<file path="config.mk">
export PLATFORM = sky130hd
export DESIGN_NAME = s5_apb_bridge_flat
export DESIGN_NICKNAME = d
export VERILOG_FILES = /design/src/rtl/s5_apb_bridge_if.sv /design/src/rtl/s5_apb_bridge.sv /design/src/flat_wrapper.sv
export SDC_FILE = /design/constraint.sdc
export NUM_CORES = 1
export LEC_CHECK = 0
export ABC_AREA = 0
export BUFFER_PORTS_ARGS = -buffer_cell sky130_fd_sc_hd__buf_2
export CELL_PAD_IN_SITES_DETAIL_PLACEMENT = 1
export CELL_PAD_IN_SITES_GLOBAL_PLACEMENT = 1
export CORE_UTILIZATION = 34
export DETAILED_ROUTE_END_ITERATION = 10
export MAX_ROUTING_LAYER = met4
export PLACE_DENSITY_LB_ADDON = 0.1
export SETUP_SLACK_MARGIN = 0.5
export SYNTH_ARGS = -nofsm -noshare
export SYNTH_HDL_FRONTEND = slang
export SYNTH_SLANG_ARGS = --single-unit
</file>
<file path="constraint.sdc">
create_clock -name ACLK -period 3.3 [get_ports ACLK]
set_input_delay 0.165 -clock ACLK [delete_from_list [all_inputs] [get_ports ACLK]]
set_output_delay 0.165 -clock ACLK [all_outputs]
set_load 0.01 [all_outputs]
</file>
<file path="src/rtl/s5_apb_bridge_if.sv">
// Bundle of the NoC request/response channels and the S5 APB bus seen by s5_apb_bridge.
// master: the bridge side; slave: the NoC initiator plus the APB slave environment.
interface s5_apb_bridge_if #(
   parameter int unsigned ADDR_W = 32,
   parameter int unsigned DATA_W = 32
);
   localparam int unsigned STRB_W = DATA_W / 8;

   logic              req_valid;
   logic              req_ready;
   logic              req_write;
   logic [ADDR_W-1:0] req_addr;
   logic [DATA_W-1:0] req_wdata;
   logic [STRB_W-1:0] req_strb;

   logic              rsp_valid;
   logic              rsp_ready;
   logic [DATA_W-1:0] rsp_rdata;
   logic [1:0]        rsp_resp;

   logic              S5_PSEL;
   logic              S5_PENABLE;
   logic              S5_PWRITE;
   logic [ADDR_W-1:0] S5_PADDR;
   logic [DATA_W-1:0] S5_PDATA;
   logic [STRB_W-1:0] S5_PSTRB;
   logic [DATA_W-1:0] S5_PRDATA;
   logic              S5_PREADY;
   logic              S5_PSLVERR;

   modport master (
      input  req_valid, req_write, req_addr, req_wdata, req_strb,
      output req_ready,
      output rsp_valid, rsp_rdata, rsp_resp,
      input  rsp_ready,
      output S5_PSEL, S5_PENABLE, S5_PWRITE, S5_PADDR, S5_PDATA, S5_PSTRB,
      input  S5_PRDATA, S5_PREADY, S5_PSLVERR
   );

   modport slave (
      output req_valid, req_write, req_addr, req_wdata, req_strb,
      input  req_ready,
      input  rsp_valid, rsp_rdata, rsp_resp,
      output rsp_ready,
      input  S5_PSEL, S5_PENABLE, S5_PWRITE, S5_PADDR, S5_PDATA, S5_PSTRB,
      output S5_PRDATA, S5_PREADY, S5_PSLVERR
   );
endinterface

</file>
<file path="src/rtl/s5_apb_bridge.sv">
// Single-outstanding NoC request to APB bridge for slave port 5.
// Optional ACCESS-phase abort enabled by defining S5_APB_TIMEOUT_EN.
module s5_apb_bridge #(
   parameter int unsigned ADDR_W         = 32,
   parameter int unsigned DATA_W         = 32,
   parameter int unsigned TIMEOUT_CYCLES = 256
) (
   input logic             ACLK,
   input logic             ARESET,
   s5_apb_bridge_if.master bus
);
   localparam int unsigned StrbW = DATA_W / 8;

   typedef enum logic [1:0] {StIdle, StSetup, StAccess, StResp} state_e;

   state_e            state_q, state_d;
   logic              psel_q, psel_d;
   logic              penable_q, penable_d;
   logic              pwrite_q, pwrite_d;
   logic [ADDR_W-1:0] paddr_q, paddr_d;
   logic [DATA_W-1:0] pdata_q, pdata_d;
   logic [StrbW-1:0]  pstrb_q, pstrb_d;
   logic              rsp_valid_q, rsp_valid_d;
   logic [DATA_W-1:0] rsp_rdata_q, rsp_rdata_d;
   logic [1:0]        rsp_resp_q, rsp_resp_d;

`ifdef S5_APB_TIMEOUT_EN
   // Abort on the ACCESS cycle whose wait would bring the count to TIMEOUT_CYCLES.
   localparam logic [15:0] TimeoutLast = 16'(TIMEOUT_CYCLES - 1);
   logic [15:0] cnt_q, cnt_d;
`else
   logic unused_timeout;
   assign unused_timeout = ^TIMEOUT_CYCLES;
`endif

   always_comb begin
      state_d     = state_q;
      psel_d      = psel_q;
      penable_d   = penable_q;
      pwrite_d    = pwrite_q;
      paddr_d     = paddr_q;
      pdata_d     = pdata_q;
      pstrb_d     = pstrb_q;
      rsp_valid_d = rsp_valid_q;
      rsp_rdata_d = rsp_rdata_q;
      rsp_resp_d  = rsp_resp_q;
`ifdef S5_APB_TIMEOUT_EN
      cnt_d       = cnt_q;
`endif
      unique case (state_q)
         StIdle: begin
            if (bus.req_valid) begin
               state_d   = StSetup;
               psel_d    = 1'b1;
               penable_d = 1'b0;
               pwrite_d  = bus.req_write;
               paddr_d   = bus.req_addr;
               pdata_d   = bus.req_write ? bus.req_wdata : '0;
               pstrb_d   = bus.req_write ? bus.req_strb : '0;
            end
         end
         StSetup: begin
            state_d   = StAccess;
            penable_d = 1'b1;
`ifdef S5_APB_TIMEOUT_EN
            cnt_d     = '0;
`endif
         end
         StAccess: begin
            if (bus.S5_PREADY) begin
               state_d     = StResp;
               psel_d      = 1'b0;
               penable_d   = 1'b0;
               rsp_valid_d = 1'b1;
               rsp_resp_d  = bus.S5_PSLVERR ? 2'b10 : 2'b00;
               rsp_rdata_d = (!pwrite_q && !bus.S5_PSLVERR) ? bus.S5_PRDATA : '0;
            end
`ifdef S5_APB_TIMEOUT_EN
            else if (cnt_q == TimeoutLast) begin
               state_d     = StResp;
               psel_d      = 1'b0;
               penable_d   = 1'b0;
               rsp_valid_d = 1'b1;
               rsp_resp_d  = 2'b11;
               rsp_rdata_d = '0;
            end else begin
               cnt_d = cnt_q + 16'd1;
            end
`endif
         end
         StResp: begin
            if (bus.rsp_ready) begin
               state_d     = StIdle;
               rsp_valid_d = 1'b0;
            end
         end
         default: state_d = StIdle;
      endcase
   end

   always_ff @(posedge ACLK or posedge ARESET) begin
      if (ARESET) begin
         state_q     <= StIdle;
         psel_q      <= 1'b0;
         penable_q   <= 1'b0;
         pwrite_q    <= 1'b0;
         paddr_q     <= '0;
         pdata_q     <= '0;
         pstrb_q     <= '0;
         rsp_valid_q <= 1'b0;
         rsp_rdata_q <= '0;
         rsp_resp_q  <= 2'b00;
      end else begin
         state_q     <= state_d;
         psel_q      <= psel_d;
         penable_q   <= penable_d;
         pwrite_q    <= pwrite_d;
         paddr_q     <= paddr_d;
         pdata_q     <= pdata_d;
         pstrb_q     <= pstrb_d;
         rsp_valid_q <= rsp_valid_d;
         rsp_rdata_q <= rsp_rdata_d;
         rsp_resp_q  <= rsp_resp_d;
      end
   end

`ifdef S5_APB_TIMEOUT_EN
   always_ff @(posedge ACLK or posedge ARESET) begin
      if (ARESET) begin
         cnt_q <= '0;
      end else begin
         cnt_q <= cnt_d;
      end
   end
`endif

   assign bus.req_ready  = (state_q == StIdle);
   assign bus.rsp_valid  = rsp_valid_q;
   assign bus.rsp_rdata  = rsp_rdata_q;
   assign bus.rsp_resp   = rsp_resp_q;
   assign bus.S5_PSEL    = psel_q;
   assign bus.S5_PENABLE = penable_q;
   assign bus.S5_PWRITE  = pwrite_q;
   assign bus.S5_PADDR   = paddr_q;
   assign bus.S5_PDATA   = pdata_q;
   assign bus.S5_PSTRB   = pstrb_q;

endmodule

</file>
<file path="src/flat_wrapper.sv">
// flat-port wrapper written by rule: the top's interface ports become plain ports
module s5_apb_bridge_flat 
#(
   parameter int unsigned ADDR_W         = 32,
   parameter int unsigned DATA_W         = 32,
   parameter int unsigned TIMEOUT_CYCLES = 256
)
  (ACLK, ARESET, bus_req_valid, bus_req_write, bus_req_addr, bus_req_wdata, bus_req_strb, bus_req_ready, bus_rsp_valid, bus_rsp_rdata, bus_rsp_resp, bus_rsp_ready, bus_S5_PSEL, bus_S5_PENABLE, bus_S5_PWRITE, bus_S5_PADDR, bus_S5_PDATA, bus_S5_PSTRB, bus_S5_PRDATA, bus_S5_PREADY, bus_S5_PSLVERR);
  s5_apb_bridge_if #(.ADDR_W(ADDR_W), .DATA_W(DATA_W)) bus_i ();
  input logic ACLK;
  input logic ARESET;
  input wire logic [$bits(bus_i.req_valid)-1:0] bus_req_valid;
  input wire logic [$bits(bus_i.req_write)-1:0] bus_req_write;
  input wire logic [$bits(bus_i.req_addr)-1:0] bus_req_addr;
  input wire logic [$bits(bus_i.req_wdata)-1:0] bus_req_wdata;
  input wire logic [$bits(bus_i.req_strb)-1:0] bus_req_strb;
  output wire logic [$bits(bus_i.req_ready)-1:0] bus_req_ready;
  output wire logic [$bits(bus_i.rsp_valid)-1:0] bus_rsp_valid;
  output wire logic [$bits(bus_i.rsp_rdata)-1:0] bus_rsp_rdata;
  output wire logic [$bits(bus_i.rsp_resp)-1:0] bus_rsp_resp;
  input wire logic [$bits(bus_i.rsp_ready)-1:0] bus_rsp_ready;
  output wire logic [$bits(bus_i.S5_PSEL)-1:0] bus_S5_PSEL;
  output wire logic [$bits(bus_i.S5_PENABLE)-1:0] bus_S5_PENABLE;
  output wire logic [$bits(bus_i.S5_PWRITE)-1:0] bus_S5_PWRITE;
  output wire logic [$bits(bus_i.S5_PADDR)-1:0] bus_S5_PADDR;
  output wire logic [$bits(bus_i.S5_PDATA)-1:0] bus_S5_PDATA;
  output wire logic [$bits(bus_i.S5_PSTRB)-1:0] bus_S5_PSTRB;
  input wire logic [$bits(bus_i.S5_PRDATA)-1:0] bus_S5_PRDATA;
  input wire logic [$bits(bus_i.S5_PREADY)-1:0] bus_S5_PREADY;
  input wire logic [$bits(bus_i.S5_PSLVERR)-1:0] bus_S5_PSLVERR;
  assign bus_i.req_valid = bus_req_valid;
  assign bus_i.req_write = bus_req_write;
  assign bus_i.req_addr = bus_req_addr;
  assign bus_i.req_wdata = bus_req_wdata;
  assign bus_i.req_strb = bus_req_strb;
  assign bus_req_ready = bus_i.req_ready;
  assign bus_rsp_valid = bus_i.rsp_valid;
  assign bus_rsp_rdata = bus_i.rsp_rdata;
  assign bus_rsp_resp = bus_i.rsp_resp;
  assign bus_i.rsp_ready = bus_rsp_ready;
  assign bus_S5_PSEL = bus_i.S5_PSEL;
  assign bus_S5_PENABLE = bus_i.S5_PENABLE;
  assign bus_S5_PWRITE = bus_i.S5_PWRITE;
  assign bus_S5_PADDR = bus_i.S5_PADDR;
  assign bus_S5_PDATA = bus_i.S5_PDATA;
  assign bus_S5_PSTRB = bus_i.S5_PSTRB;
  assign bus_i.S5_PRDATA = bus_S5_PRDATA;
  assign bus_i.S5_PREADY = bus_S5_PREADY;
  assign bus_i.S5_PSLVERR = bus_S5_PSLVERR;
  s5_apb_bridge #(.ADDR_W(ADDR_W), .DATA_W(DATA_W), .TIMEOUT_CYCLES(TIMEOUT_CYCLES)) u_core (.ACLK(ACLK), .ARESET(ARESET), .bus(bus_i));
endmodule
</file>
==> impl_metrics.env, run 1 <==
export IMPL_worstMarginPinSlew_ns=0.8295
export IMPL_nNetsFinal=650
export IMPL_drive_gt1_share_pct=45.20
export IMPL_grt_use_total_pct=17.80
export IMPL_violations="negative hold slack"
export IMPL_ff2ff_setup_slack_ns=1.38
export IMPL_core_area_sq_um=11960
export IMPL_die_h_um=112.6
export IMPL_antenna_found_initial=0
export IMPL_clkTransAtPathRegs_ns=0.07
export IMPL_yosysUniqueCellTypes=24
export IMPL_finalWorstSetupSlack_ns=1.376
export IMPL_grt_max_degree=108
export IMPL_cts_tree="built"
export IMPL_fin_crit_sh_pct=58.31
export IMPL_max_slew_margin_pct=44.65
export IMPL_fillCellCount=1369
export IMPL_power_density_nw_per_um2=948.9
export IMPL_seqCellArea_sq_um=2678
export IMPL_final_cell_count_no_fill=689
export IMPL_met3_length_um=578
export IMPL_post_cts_setup_buffers=0
export IMPL_regToRegStartpoint="u_core.state_q[1]$_DFFE_PP0P_"
export IMPL_fp_dieW_um=112.6
export IMPL_pwr_share_clk_pct=21.5
export IMPL_end_kind="flop"
export IMPL_clock_sinks=107
export IMPL_viasPerCell=4.679
export IMPL_gp_congestion=0.7147
export IMPL_synth_flop_cell="dfrtp_1"
export IMPL_synth_area_leader_cell="dfrtp_1"
export IMPL_port_buffers=212
export IMPL_root_buffer="clkbuf_16"
export IMPL_slew_violations=0
export IMPL_syn_avg_cell_area_sq_um=12.52
export IMPL_die_area_sq_um=12670
export IMPL_fin_setup_tns_ns=0
export IMPL_grt_pass1_vias=3241
export IMPL_wl_met2_um=5120
export IMPL_p_sw_share_pct=33.84
export IMPL_ios=214
export IMPL_synth_cells=332
export IMPL_max_vdd_ir_drop_mv=0.3587
export IMPL_setup_violations=0
export IMPL_num_rows=40
export IMPL_ys_top_cells_by_count="dfrtp_1 (107), nand2_1 (72), o21ai_1 (37), a22o_1 (33), mux2_1 (28)"
export IMPL_hold_ws_ns=-0.04338
export IMPL_drt_pre_antenna_iters=4
export IMPL_cpPeakStageDelay_ns=0.62
export IMPL_skew_ns=0.004167
export IMPL_first_iter_violations=165
export IMPL_crit_buf_inv=2
export IMPL_cts_resized=0
export IMPL_switchingPower_mw=1.827
export IMPL_overflow=0
export IMPL_yosysMostFrequentCell="dfrtp_1"
export IMPL_final_min_clock_period_ns=1.924
export IMPL_ys_async_sr_fraction_pct=100.0
export IMPL_arrival_ns=2.18
export IMPL_highest_layer="met4"
export IMPL_hold_violations=27
export IMPL_seq_power_share_pct=41.4
export IMPL_fmaxAchievable_ghz=0.5197
export IMPL_ys_top_cells_by_area="dfrtp_1 (64%), mux2_1 (7.6%), a22o_1 (7.0%), nand2_1 (6.5%), o21ai_1 (4.5%)"
export IMPL_crit_chain="inv_1, ha_1, nand2_4, buf_12, nand2_1, o21ai_1"
export IMPL_diodes=0
export IMPL_drv_cap=0
export IMPL_rsz0062_at_grt="false"
export IMPL_p_int_mw=3.573
export IMPL_drt_met1_wl_um=4884
export IMPL_ys_warn_count=0
export IMPL_pre_cts_slack_ns=1.349
export IMPL_yosysSeqAreaShare_pct=64.44
export IMPL_initial_core_util_pct=34.74
export IMPL_pwr_share_comb_pct=37.1
export IMPL_area_growth_syn_to_layout_pct=36.95
export IMPL_cp_max_fo=68
export IMPL_insertion_delay_ns=0.33
export IMPL_cts_buffers=9
export IMPL_synth_edf_count=0
export IMPL_hold_buffers=0
export IMPL_dpl_hpwl_um=7641
export IMPL_worstSetupPathType="reg2reg"
export IMPL_synth_fp_nets=445
export IMPL_antenna_left=0
export IMPL_placedCellCount=673
export IMPL_synth_top_area_share_pct=64.44
export IMPL_cp_start_kind="flop"
export IMPL_wl_per_cell_um=15.49
export IMPL_routed_wl_um=10670
export IMPL_cts_max_level=3
export IMPL_crit_family="simple AND/OR/NAND/NOR gates"
export IMPL_drcViolationCount=0
export IMPL_status="finished with violations"
export IMPL_ff2ff_path_depth=6
export IMPL_clock_path_buffers=2
export IMPL_multi_input_area_sq_um=1363
export IMPL_total_power_mw=5.400
export IMPL_syn_cell_area_sq_um=4155
export IMPL_crit_required_ns=3.56
export IMPL_leakage_nw=3.074
export IMPL_crit_slowest_cell="nand2_4"
export IMPL_grt_pass1_wl_um=16970
export IMPL_ys_seq_elements=107
export IMPL_vias=3224
export IMPL_r2r_end="u_core.bus.S5_PDATA[20]$_DFFE_PP0P_"
export IMPL_hold_class="in2async"
## stage by stage
step	utilization, %	area, sq um	hold slack (ns)
global placement	44.83	5363	0.3764
global route	47.57	5690	0.02388
finish	47.57	5690	-0.04338
detailed placement	44.83	5363	0.3827
floorplan	-	4159	0.2923
CTS	47.57	5690	0.02212
## power by group through the flow
| stage | logic [mW] | clock network [mW] | registers [mW] |
|---|---|---|---|
| 3_5_place_dp | 2.05 | 0 | 2.25 |
| 3_3_place_gp | 2.00 | 0 | 2.23 |
| 5_1_grt | 2.21 | 1.26 | 2.32 |
| 4_1_cts | 2.05 | 1.20 | 2.24 |
| 2_1_floorplan | 0.862 | 0 | 2.52 |
| 6_report | 2.01 | 1.16 | 2.23 |
## worst register-to-register path, stage by stage (launching register included)
cell     delay (ns)
dfrtp_1        0.42
inv_1          0.11
ha_1           0.23
nand2_4        0.62
buf_12         0.30
nand2_1        0.08
o21ai_1        0.08
## registers in the layout, indices dropped and copies added, names as in the netlist
signal                 count
u_core.bus.rsp_valid       1
u_core.bus.S5_PSEL         1
u_core.bus.S5_PADDR       32
u_core.bus.rsp_resp        1
u_core.bus.S5_PWRITE       1
u_core.bus.S5_PDATA       32
u_core.bus.rsp_rdata      32
u_core.bus.S5_PENABLE      1
u_core.state_q             2
u_core.bus.S5_PSTRB        4
## cell usage in the layout, fill, tap and decap left out
cell	netlist	final
a22o_1	33	33
buf_12	0	2
nand2_4	0	1
nor2_1	1	1
nor2b_1	2	2
a21oi_1	1	1
mux2_4	8	8
nor3_1	1	1
clkbuf_16	0	9
clkbuf_8	0	2
buf_4	1	2
a211oi_2	1	1
conb_1	1	1
ha_1	6	6
bufinv_16	0	2
clkinv_2	0	3
clkinvlp_4	0	1
inv_1	4	3
nand2_2	2	1
nand2b_1	1	1
nand2_1	72	72
nor3_4	0	1
mux2i_1	2	2
mux2_1	28	28
buf_2	11	212
clkinv_1	1	1
dfrtp_1	107	107
o21ai_0	1	1
o21ai_1	37	37
## routing by layer
metal  GRT usage, %  vias up
met5              -        -
met4          5.067        0
met3          4.266        9
met2          27.08      116
met1          23.71     1563
li1               -     1536
## cell type report
type / instances / share of cell area (%)
clock buffer: 11 / 4.442
clock inverter: 5 / 1.319
inverter: 5 / 0.3958
multi-input combinational: 198 / 23.94
sequential: 107 / 47.05
tap: 147 / 3.232
timing repair buffer: 216 / 19.61
## logic make-up after synthesis
logic type	count (synthesis)	share of synthesized area (%)
mux	38	10.96
fa+ha+maj	6	1.807
other cells	1	0.09025
buf+inv	27	3.041
flops	107	64.44
simple gates	80	7.708
compound gates	73	11.95
## how the worst max path moves through the flow
stage                     cells past startpoint                          start                             endpoint
after floorplan                               5  u_core.state_q[0]$_DFFE_PP0P_        u_core.state_q[1]$_DFFE_PP0P_
after global placement                        4  u_core.state_q[1]$_DFFE_PP0P_  u_core.bus.S5_PADDR[22]$_DFFE_PP0P_
after detailed placement                      6  u_core.state_q[0]$_DFFE_PP0P_  u_core.bus.S5_PDATA[20]$_DFFE_PP0P_
after CTS                                     6  u_core.state_q[1]$_DFFE_PP0P_  u_core.bus.S5_PDATA[20]$_DFFE_PP0P_
after global routing                          6  u_core.state_q[1]$_DFFE_PP0P_  u_core.bus.S5_PDATA[20]$_DFFE_PP0P_
final                                         6  u_core.state_q[1]$_DFFE_PP0P_  u_core.bus.S5_PDATA[20]$_DFFE_PP0P_
Note: power is estimated with default switching activity, not from simulation.
==> inputs of run 2 (changes only) <==
CORE_UTILIZATION = 31   (was 34)
clock period = 1.55 ns   (was 3.3 ns; I/O delays follow)
==> impl_metrics.env, run 2 (same netlist as run 1, synthesis figures left out) <==
export IMPL_status="finished, final reports clean"
export IMPL_cts_max_level=3
export IMPL_drv_cap=0
export IMPL_cpPeakStageDelay_ns=0.39
export IMPL_gp_congestion=0.7479
export IMPL_end_kind="flop"
export IMPL_die_area_sq_um=13870
export IMPL_antenna_found_initial=0
export IMPL_slew_violations=0
export IMPL_grt_pass1_vias=4373
export IMPL_cp_max_fo=16
export IMPL_setup_violations=0
export IMPL_die_h_um=117.8
export IMPL_mostFrequentLayoutCells="buf_2 (212), dfrtp_1 (105), dlygate4sd3_1 (101)"
export IMPL_max_vdd_ir_drop_mv=0.8398
export IMPL_grt_max_degree=55
export IMPL_diodes=0
export IMPL_crit_required_ns=1.78
export IMPL_worstSetupPathType="reg2reg"
export IMPL_fin_crit_sh_pct=99.40
export IMPL_overflow=0
export IMPL_num_rows=41
export IMPL_grt_use_total_pct=22.02
export IMPL_mostFrequentLayoutCell="buf_2"
export IMPL_max_slew_margin_pct=53.42
export IMPL_leakage_nw=4.143
export IMPL_drt_pre_antenna_iters=4
export IMPL_area_growth_syn_to_layout_pct=93.19
export IMPL_fmaxAchievable_ghz=0.6490
export IMPL_placed_area_sq_um=5544
export IMPL_vias=4071
export IMPL_cp_start_kind="flop"
export IMPL_grt_pass1_wl_um=23250
export IMPL_placedCellCount=705
export IMPL_worstMarginPinSlew_ns=0.6987
export IMPL_power_density_nw_per_um2=1824
export IMPL_crit_chain="inv_2, ha_4, buf_12, nand2_8, buf_4, clkbuf_16, a22o_1"
export IMPL_finish_instance_area_sq_um=8028
export IMPL_fp_dieW_um=117.8
export IMPL_rsz0062_at_grt="true"
export IMPL_port_buffers=212
export IMPL_fin_util_pct=62.60
export IMPL_cts_buffers=9
export IMPL_skew_ns=0.007945
export IMPL_clock_sinks=107
export IMPL_drcViolationCount=0
export IMPL_hold_violations=0
export IMPL_clkTransAtPathRegs_ns=0.07
export IMPL_drive_gt1_share_pct=56.58
export IMPL_antenna_left=0
export IMPL_pre_cts_slack_ns=0.01928
export IMPL_arrival_ns=1.77
export IMPL_routed_wl_um=16630
export IMPL_final_cell_count_no_fill=856
export IMPL_nNetsFinal=792
export IMPL_final_min_clock_period_ns=1.541
export IMPL_clock_path_buffers=2
export IMPL_cts_tree="built"
export IMPL_root_buffer="clkbuf_16"
export IMPL_insertion_delay_ns=0.34
export IMPL_hold_class="in2reg"
export IMPL_viasPerCell=4.756
export IMPL_ios=214
export IMPL_dpl_hpwl_um=8228
export IMPL_core_area_sq_um=12820
export IMPL_crit_slowest_cell="dfrtp_1"
export IMPL_first_iter_violations=143
export IMPL_finalWorstSetupSlack_ns=0.009251
export IMPL_initial_core_util_pct=32.40
export IMPL_wl_per_cell_um=19.42
run 2: final cells by class:
cell class / instances / area, sq um
multi-input cells: 198 / 1903
clock inverters: 6 / 87.58
repair buffers: 358 / 2880
flip-flops and latches: 107 / 2680
fillers: 1334 / 4797
inverters: 5 / 22.52
clock buffers: 10 / 239.0
well taps: 172 / 215.2
run 2: repair_timing:
| action | 4_1_cts | 5_1_grt |
|---|---|---|
| hold endpoints to repair | 207 | 0 |
| pin swaps | 5 | 43 |
| endpoints found under the setup margin | 108 | 109 |
| hold buffers | 101 | 0 |
| buffers inserted | 9 | 6 |
| gates resized for setup | 28 | 119 |
| cloned | 4 | 15 |
run 2: power by group:
part / switching (mW) / total [mW] / internal [mW] / leakage (nW)
sequential: 0.942 / 5.03 / 4.09 / 1.36
combinational: 3.20 / 7.10 / 3.90 / 2.62
clock: 1.05 / 2.52 / 1.47 / 0.163
total: 5.19 / 14.6 / 9.45 / 4.14
run 2: worst paths after layout:
kind	from	to	slack (ns)	cells after the start
hold reg to reg	u_core.bus.rsp_rdata[20]$_DFFE_PP0P_	u_core.bus.rsp_rdata[20]$_DFFE_PP0P_	0.50	1
min in group asynchronous	ARESET	u_core.bus.rsp_resp[1]$_DFFE_PP0P_	0.37	4
hold / removal	bus_S5_PSLVERR	u_core.bus.rsp_resp[1]$_DFFE_PP0P_	0.02	2
setup reg to reg	u_core.state_q[0]$_DFFE_PP0P_	u_core.bus.rsp_rdata[22]$_DFFE_PP0P_	0.009	7
max in group asynchronous	ARESET	u_core.bus.S5_PWRITE$_DFFE_PP0P_	0.87	4
setup / recovery	u_core.state_q[0]$_DFFE_PP0P_	u_core.bus.rsp_rdata[22]$_DFFE_PP0P_	0.009	7
run 2: metal layers:
metal	track usage, %	share of wire (%)	up-vias
met5	-	0	-
met4	7.051	2.0	0
met3	4.554	3.6	26
met2	37.28	53	159
met1	26.16	41	2040
li1	-	-	1846
run 2: critical path, delay by kind of cell (launching register included):
kind / cells / cell delay (ns)
compound gates: 1 / 0.24
fa+ha+maj: 1 / 0.17
buf+inv: 4 / 0.57
flops: 1 / 0.39
simple gates: 1 / 0.05
run 2: per-stage QoR:
step	setup TNS, ns	hold WS, ns	power [mW]
after detailed placement	0	0.1878	9.410
after global placement	0	0.1751	9.249
final	0	0.02103	14.65
after floorplan	0	0.2048	7.347
after CTS	0	0.004946	12.82
after global routing	-0.7629	0.01612	15.45
==> inputs of run 3 (changes only) <==
CORE_UTILIZATION = 34   (was 31)
clock period = 1.45 ns   (was 1.55 ns; I/O delays follow)
==> impl_metrics.env, run 3 (same netlist as run 1, synthesis figures left out) <==
export IMPL_root_buffer="clkbuf_16"
export IMPL_mostFrequentLayoutCells="buf_2 (178), dfrtp_1 (105), dlygate4sd3_1 (102)"
export IMPL_violations="negative setup slack"
export IMPL_placed_area_sq_um=5495
export IMPL_cts_tree="built"
export IMPL_slew_violations=0
export IMPL_leakage_nw=4.635
export IMPL_finish_instance_area_sq_um=8921
export IMPL_arrival_ns=1.83
export IMPL_viasPerCell=5.162
export IMPL_clock_sinks=107
export IMPL_mostFrequentLayoutCell="buf_2"
export IMPL_ff2ff_path_depth=6
export IMPL_hold_class="in2reg"
export IMPL_pre_cts_slack_ns=-0.08913
export IMPL_initial_core_util_pct=34.74
export IMPL_drv_cap=0
export IMPL_core_area_sq_um=11960
export IMPL_end_kind="flop"
export IMPL_max_vdd_ir_drop_mv=1.087
export IMPL_power_density_nw_per_um2=2099
export IMPL_hold_depth=4
export IMPL_grt_use_total_pct=28.48
export IMPL_setup_violations=103
export IMPL_grt_pass1_vias=4820
export IMPL_rsz0062_at_grt="true"
export IMPL_num_rows=40
export IMPL_fin_crit_sh_pct=110.3
export IMPL_clkTransAtPathRegs_ns=0.07
export IMPL_die_h_um=112.6
export IMPL_worstMarginPinSlew_ns=0.7628
export IMPL_grt_pass1_wl_um=26460
export IMPL_drcViolationCount=0
export IMPL_grt_max_degree=108
export IMPL_skew_ns=0.007382
export IMPL_die_area_sq_um=12670
export IMPL_first_iter_violations=306
export IMPL_overflow=0
export IMPL_drive_gt1_share_pct=62.52
export IMPL_cp_start_kind="flop"
export IMPL_cp_max_fo=7
export IMPL_clock_path_buffers=2
export IMPL_insertion_delay_ns=0.35
export IMPL_ios=214
export IMPL_nNetsFinal=879
export IMPL_hold_ws_ns=0.1725
export IMPL_antenna_found_initial=1
export IMPL_final_min_clock_period_ns=1.599
export IMPL_finalWorstSetupSlack_ns=-0.1488
export IMPL_fillCellCount=1131
export IMPL_max_slew_margin_pct=49.15
export IMPL_hold_violations=0
export IMPL_dpl_hpwl_um=7709
export IMPL_drt_pre_antenna_iters=4
export IMPL_wl_per_cell_um=26.45
export IMPL_cts_buffers=9
export IMPL_total_power_mw=18.73
export IMPL_crit_required_ns=1.68
export IMPL_vias=4744
export IMPL_fmaxAchievable_ghz=0.6255
export IMPL_worstSetupPathType="reg2reg"
export IMPL_gp_congestion=0.7899
export IMPL_cts_max_level=3
export IMPL_area_growth_syn_to_layout_pct=114.7
export IMPL_fp_dieW_um=112.6
export IMPL_routed_wl_um=24310
export IMPL_fin_setup_tns_ns=-8.964
export IMPL_status="finished with violations"
export IMPL_antenna_left=0
export IMPL_port_buffers=212
==> run 3: per-layer routing <==
layer	global-route usage [%]	part of all wire (%)
met1	32.70	36
met2	48.68	54
met3	4.536	4.8
met4	13.60	4.9
met5	-	0
==> run 3: timing repair <==
action,4_1_cts,5_1_grt
pin swaps,38,26
setup endpoints to repair,197,307
endpoints found under the hold margin,208,0
gates resized for setup,109,107
gates cloned,14,4
setup buffers,43,58
hold buffers,102,0
==> run 3: worst paths after layout <==
path | startpoint | endpoint | slack (ns)
worst max-delay path | u_core.state_q[1]$_DFFE_PP0P_ | u_core.bus.S5_PADDR[18]$_DFFE_PP0P_ | -0.15
worst min-delay path | bus_rsp_ready | u_core.state_q[0]$_DFFE_PP0P_ | 0.17
worst max register to register | u_core.state_q[1]$_DFFE_PP0P_ | u_core.bus.S5_PADDR[18]$_DFFE_PP0P_ | -0.15
worst min register to register | u_core.bus.rsp_rdata[13]$_DFFE_PP0P_ | u_core.bus.rsp_rdata[13]$_DFFE_PP0P_ | 0.51
max in group asynchronous | ARESET | u_core.bus.rsp_rdata[10]$_DFFE_PP0P_ | 0.69
min in group asynchronous | ARESET | u_core.state_q[1]$_DFFE_PP0P_ | 0.47
==> run 3: area by class of cell <==
cell class | count | area [sq um] | area share [%]
Inverter | 5 | 25.02 | 0.2805
Clock buffer | 12 | 246.5 | 2.763
Clock inverter | 4 | 26.28 | 0.2945
Sequential cell | 107 | 2680 | 30.04
Multi-Input combinational cell | 198 | 1943 | 21.78
Timing Repair Buffer | 445 | 3814 | 42.75
Tap cell | 147 | 183.9 | 2.062
Antenna cell | 1 | 2.502 | 0.02805
==> run 3: power breakdown <==
group / leakage (nW) / switching, mW / total [mW] / internal [mW]
clock: 0.133 / 1.22 / 2.43 / 1.22
combinational: 3.14 / 4.69 / 10.8 / 6.10
sequential: 1.36 / 1.13 / 5.50 / 4.37
total: 4.63 / 7.04 / 18.7 / 11.7
==> run 3: critical path, cell delays in order (launching register included) <==
cell     delay, ns
dfrtp_2       0.45
inv_2         0.12
ha_4          0.19
nand2_8       0.10
buf_6         0.15
buf_16        0.14
mux2_4        0.32
==> run 3: through the flow <==
stage	utilization (%)	instances
finish	74.58	919
global route	74.58	919
CTS	65.97	856
detailed placement	45.94	681
global placement	45.94	681
floorplan	-	332
